<file path="src/rtl/operand2_sequencer.sv">
// Multi-cycle operand-2 sequencer: reads Rm/Rs over one RF port, drives the barrel shifter, registers the result.
// Optional macro OPERAND2_SEQ_SHIFT32_EN adds the register-shift amount >= 32 overrides.
module operand2_sequencer #(
    parameter int RF_ADDR_W = 4
) (
    input  logic                 clk,
    input  logic                 rst_n,
    input  logic                 req_valid,
    output logic                 req_ready,
    input  logic [31:0]          instr,
    input  logic [3:0]           flags_in,
    output logic [RF_ADDR_W-1:0] rf_addr,
    input  logic [31:0]          rf_data,
    output logic                 sh_vimm,
    output logic                 sh_bimm,
    output logic [1:0]           sh_type,
    output logic [7:0]           sh_valimm,
    output logic [31:0]          sh_valreg,
    output logic [31:0]          sh_byimm,
    output logic [7:0]           sh_byreg,
    output logic [3:0]           sh_flags,
    input  logic [31:0]          sh_data,
    input  logic [3:0]           sh_flagsout,
    output logic [31:0]          op2,
    output logic [3:0]           flags_out,
    output logic                 out_valid,
    input  logic                 out_ready
);

    typedef enum logic [2:0] {IDLE, RD_RM, RD_RS, EXEC, DONE} state_e;

    localparam logic [1:0] T_LSR = 2'd1;
    localparam logic [1:0] T_ASR = 2'd2;
    localparam logic [1:0] T_ROR = 2'd3;

    state_e      state_q, state_d;
    logic [12:0] instr_q, instr_d;   // {I, instr[11:0]}
    logic [3:0]  flags_q, flags_d;
    logic [31:0] rm_q, rm_d;
    logic [31:0] op2_q, op2_d;
    logic [3:0]  flags_out_q, flags_out_d;

    logic        accept;
    logic        is_imm, by_rs;
    logic [1:0]  sh_kind;
    logic [4:0]  amount;
    logic [7:0]  imm8;
    logic [3:0]  rot, rm_idx, rs_idx;
    logic [31:0] rm_val;
    logic [7:0]  rs_byte;
    logic [31:0] res_op2;
    logic [3:0]  res_flags;

    assign is_imm  = instr_q[12];
    assign by_rs   = instr_q[4];
    assign sh_kind = instr_q[6:5];
    assign amount  = instr_q[11:7];
    assign imm8    = instr_q[7:0];
    assign rot     = instr_q[11:8];
    assign rm_idx  = instr_q[3:0];
    assign rs_idx  = instr_q[11:8];
    // Rm is latched only when an Rs read follows; otherwise it is still on the read port in EXEC.
    assign rm_val  = by_rs ? rm_q : rf_data;
    assign rs_byte = rf_data[7:0];
    assign accept  = (state_q == IDLE) && req_valid;

    // NOTE: state and datapath flops use non-blocking assignments so every flop samples pre-edge values.
    always_ff @(posedge clk or negedge rst_n) begin
        if (!rst_n) begin
            state_q     <= IDLE;
            instr_q     <= '0;
            flags_q     <= '0;
            rm_q        <= '0;
            op2_q       <= '0;
            flags_out_q <= '0;
        end else begin
            state_q     <= state_d;
            instr_q     <= instr_d;
            flags_q     <= flags_d;
            rm_q        <= rm_d;
            op2_q       <= op2_d;
            flags_out_q <= flags_out_d;
        end
    end

    // NOTE: every always_comb output gets a default first so no latch is inferred.
    always_comb begin
        state_d = state_q;
        unique case (state_q)
            IDLE:    if (req_valid) state_d = instr[25] ? EXEC : RD_RM;
            RD_RM:   state_d = by_rs ? RD_RS : EXEC;
            RD_RS:   state_d = EXEC;
            EXEC:    state_d = DONE;
            DONE:    if (out_ready) state_d = IDLE;
            default: state_d = IDLE;
        endcase
    end

    always_comb begin
        req_ready = (state_q == IDLE);
        out_valid = (state_q == DONE);
        rf_addr   = '0;
        sh_vimm   = 1'b0;
        sh_bimm   = 1'b0;
        sh_type   = 2'd0;
        sh_valimm = '0;
        sh_valreg = '0;
        sh_byimm  = '0;
        sh_byreg  = '0;
        sh_flags  = '0;
        if (state_q == RD_RM) rf_addr = RF_ADDR_W'(rm_idx);
        if (state_q == RD_RS) rf_addr = RF_ADDR_W'(rs_idx);
        if (state_q == EXEC) begin
            sh_flags = flags_q;
            if (is_imm) begin
                sh_vimm   = 1'b1;
                sh_bimm   = 1'b1;
                sh_type   = T_ROR;
                sh_valimm = imm8;
                sh_byimm  = {27'd0, rot, 1'b0};
            end else begin
                sh_type   = sh_kind;
                sh_valreg = rm_val;
                if (!by_rs) begin
                    sh_bimm  = 1'b1;
                    sh_byimm = (amount == 5'd0 && (sh_kind == T_LSR || sh_kind == T_ASR))
                             ? 32'd32 : {27'd0, amount};
                end else begin
                    sh_byreg = (sh_kind == T_ROR) ? {3'd0, rf_data[4:0]} : rs_byte;
                end
            end
        end
    end

    // Special-case encodings the shifter does not resolve on its own.
    always_comb begin
        res_op2   = sh_data;
        res_flags = sh_flagsout;
        if (is_imm) begin
            if (rot == 4'd0) begin
                res_op2   = {24'd0, imm8};
                res_flags = flags_q;
            end
        end else if (by_rs) begin
            if (rs_byte == 8'd0) begin
                res_op2   = rm_val;
                res_flags = flags_q;
            end else if (sh_kind == T_ROR && rf_data[4:0] == 5'd0) begin
                res_op2   = rm_val;
                res_flags = {flags_q[3:2], rm_val[31], flags_q[0]};
            end
`ifdef OPERAND2_SEQ_SHIFT32_EN
            else if (sh_kind != T_ROR && rs_byte >= 8'd32) begin
                if (sh_kind == T_ASR) begin
                    res_op2   = {32{rm_val[31]}};
                    res_flags = {flags_q[3:2], rm_val[31], flags_q[0]};
                end else begin
                    res_op2   = '0;
                    res_flags = {flags_q[3:2], 1'b0, flags_q[0]};
                    if (rs_byte == 8'd32)
                        res_flags[1] = (sh_kind == T_LSR) ? rm_val[31] : rm_val[0];
                end
            end
`endif
        end
    end

    always_comb begin
        instr_d     = accept ? {instr[25], instr[11:0]} : instr_q;
        flags_d     = accept ? flags_in : flags_q;
        rm_d        = (state_q == RD_RS) ? rf_data : rm_q;
        op2_d       = (state_q == EXEC) ? res_op2 : op2_q;
        flags_out_d = (state_q == EXEC) ? res_flags : flags_out_q;
    end

    assign op2       = op2_q;
    assign flags_out = flags_out_q;

endmodule

</file>
<file path="config.mk">
export PLATFORM = sky130hd
export DESIGN_NAME = operand2_sequencer
export DESIGN_NICKNAME = d
export VERILOG_FILES = /design/src/rtl/operand2_sequencer.sv
export SDC_FILE = /design/constraint.sdc
export NUM_CORES = 1
export LEC_CHECK = 0
export ABC_AREA = 0
export CAP_MARGIN = 25
export CORE_MARGIN = 1
export CORE_UTILIZATION = 41
export CTS_BUF_LIST = sky130_fd_sc_hd__clkbuf_8 sky130_fd_sc_hd__clkbuf_16
export DETAILED_ROUTE_END_ITERATION = 6
export PLACE_DENSITY = 0.81
export SLEW_MARGIN = 20
export SYNTH_ARGS = -nofsm -noshare
export SYNTH_HDL_FRONTEND = slang
export SYNTH_SLANG_ARGS = --single-unit
</file>
<file path="constraint.sdc">
create_clock -name clk -period 2.1 [get_ports clk]
set_input_delay 0.21 -clock clk [delete_from_list [all_inputs] [get_ports clk]]
set_output_delay 0.21 -clock clk [all_outputs]
set_load 0.02 [all_outputs]
</file>
==> results.cfg <==
[status]
status = complete, no violations

[floorplanning]
initial_core_utilization_pct = 42.1
design.die.area_um2 = 12200
standard_cell_row_count = 39
fp.coreArea_um2 = 11500
io_pins = 238
die_y_um = 111
fp.dieW_um = 111

[power_and_ir_drop]
total_leakage_power_uw = 0.00348
p_comb_share_pct = 54.9
switching_share_pct = 40.1
clockPowerShare_pct = 13.3
switching_power_uw = 4140
fin_total_pwr_uw = 10300
power-per-cell-area_nw_per_um2 = 1430
power_report.internal_total_uw = 6180
vdd_drop_max_v = 0.000789
seq_power_share_pct = 31.8

[routing]
totalWireLength_um = 14500
postRouteAntennaNets = 0
wl_cell_um = 18.5
vias_per_cell = 5.27
route.vias.total = 4138
drt_iter0_markers = 225
drtPass1Iterations = 4
detail_route.drc_violations = 0

[critical_path]
worstPathRequired_ps = 1890
crit_path_top_delay_cell = sky130_fd_sc_hd__dfrtp_1
start_kind = flop
critical_path.max_fanout = 28
critical-path-top-delay-family = buffers and inverters
worstPathCellList = and3b_2 -> nand2_2 -> buf_12 -> nor2_1 -> dlygate4sd2_1
worst_setup_path_end_kind = output port
setup_cp_type = reg2out
timing.critical_path.slowest_cell_delay_ps = 370
cp_num_buf_inv = 2
cp_data_arrival_time_ps = 1810

[place]
placement.io_buffers = 192
gp_weighted_congestion = 0.831
post-place-cells = 770
placed_standard_cell_area_um2 = 7010
dpl.hpwl_um = 10700

[final_layout]
postLayoutCellArea_um2 = 7220
post_route_cells_drive_above_1_share_pct = 17.4
syn_to_final_growth_pct = 49.6
final-instance-count-excl-fill = 785
n_antenna_cell = 0
layout.nets = 748

[logic_synthesis]
synth_cells = 434
commonest_cells_in_the_synthesized_netlist = sky130_fd_sc_hd__dfrtp_1, sky130_fd_sc_hd__mux2i_1, sky130_fd_sc_hd__mux2_2
synth_top_cell_area_share_pct = 45.6
synth-async-reset-ratio_pct = 100
synthFlopType = sky130_fd_sc_hd__dfrtp_1
synth_seq_area_share_pct = 45.6
synth.avg_cell_area_um2 = 11.1
post_synth_num_cell_types = 39
synthTopCellsByArea = sky130_fd_sc_hd__dfrtp_1, sky130_fd_sc_hd__mux2i_1, sky130_fd_sc_hd__mux2_2
synth_top_area_cell = sky130_fd_sc_hd__dfrtp_1
synth_area_um2 = 4830
post_synth_edffs = 0
ys_seq_elements = 88
post-synth-top-count-cell = sky130_fd_sc_hd__dfrtp_1
yosysWarnings = 0

[global_route]
first_global_vias = 4428
grt_antenna_before_repair = 0
grt_overflow = 0
maximum_number_of_pins_on_one_net_before_global_route_repair = 47
global_route_wire_length_before_repair_um = 23600
grt_use_total_pct = 24.5

[clocking]
clk_pin_slew_worst_paths_ps = 60
tritoncts_num_sinks = 88
total_clock_buffers_created_by_cts = 9
cts_tree = built
clock_tree.root_cell = sky130_fd_sc_hd__clkbuf_16
maximum_count_of_clock_buffers_along_a_single_path = 2
h-tree-depth = 3
clk-insertion-delay-late_ps = 330

[sta]
setup_violations = 0
final_max_slew_viol_count = 0
finalWorstPathRequiredPeriod_ps = 2020
unrepaired_setup_endpoints_after_global_routing = true
fmaxAchievable_mhz = 495
post-route-period-util_pct = 96.2
holdWs_ps = 326
final_hold_viol_count = 0
clock_skew_ps = 6.48

[flow_run]
maxCapViolations = 0

[min_path]
hold_class = in2async
-- worst paths after layout --
path                            startpoint      endpoint  slack (ps)  cells after the start
worst max-delay path            state_q[2]  sh_valreg[1]          80                      5
worst min-delay path                 rst_n      rm_q[11]         330                      2
worst max register to register  instr_q[4]       op2[25]         190                      5
worst min register to register      op2[2]        op2[2]         490                      2
max in group asynchronous            rst_n        op2[5]        1140                      3
min in group clk                 out_ready    state_q[2]         490                      3
-- layout make-up --
cell class,count,area [µm²]
Tap cell,143,179
Sequential cell,88,2200
Timing Repair Buffer,227,2200
Inverter,3,11.3
Multi-Input combinational cell,310,2380
Fill cell,958,4240
Clock inverter,5,21.3
Clock buffer,9,225
-- power by group through the flow --
stage | Combinational (µW) | Sequential [µW] | Clock (µW)
floorplan | 3150 | 3430 | 0
global placement | 5720 | 3240 | 0
detailed placement | 5860 | 3280 | 0
CTS | 5690 | 3270 | 1410
global route | 6060 | 3390 | 1510
finish | 5670 | 3280 | 1370
-- flip-flops by register name (all words and copies together), names as in the netlist --
signal,flops
flags_out,4
instr_q,13
state_q,3
op2,32
rm_q,32
flags_q,4
-- cell usage in the layout (no fill, tap or decap), drive strengths merged, types with 3 or more instances in the layout --
| cell type | count |
|---|---|
| clkdlybuf4s50 | 125 |
| dfrtp | 88 |
| mux2i | 56 |
| dlygate4sd2 | 55 |
| mux2 | 48 |
| nor2 | 43 |
| and2 | 40 |
| buf | 35 |
| conb | 26 |
| a221o | 23 |
| nand2 | 15 |
| o221ai | 11 |
| clkbuf | 10 |
| and3 | 9 |
| clkdlybuf4s15 | 8 |
| inv | 6 |
| nor2b | 5 |
| a22oi | 4 |
| nor3 | 3 |
| nor3b | 3 |
| a21oi | 3 |
-- cell families after synthesis --
| family | after synthesis | synth area share (%) |
|---|---|---|
| fa+ha+maj | 1 | 0.259 |
| compound gates | 53 | 9.59 |
| simple gates | 126 | 14.1 |
| mux | 104 | 22.8 |
| flops | 88 | 45.6 |
| other cells | 1 | 0.0777 |
| buf+inv | 61 | 7.54 |
-- what timing repair did --
item,CTS,global route
endpoints found under the hold margin,21,0
setup buffers,0,0
endpoints found under the setup margin,66,33
hold buffers,1,0
resized for setup,76,11
-- metal layers --
layer	wire, µm	track usage [%]
met2	7050	41.4
met4	311	9.33
met5	0	0
met3	1030	6.31
met1	6100	29.8
-- per-stage QoR --
| step | utilization (%) | worst slack [ps] | setup TNS, ps |
|---|---|---|---|
| 6_report | 63.0 | 79.3 | 0 |
| 5_1_grt | 63.0 | -2.29 | -2.29 |
| 4_1_cts | 62.8 | 13.3 | 0 |
| 3_5_place_dp | 61.1 | -52.4 | -149 |
| 3_3_place_gp | 61.1 | -12.5 | -32.0 |
| 2_1_floorplan | - | 19.9 | 0 |
(Power assumes the default switching activity.)
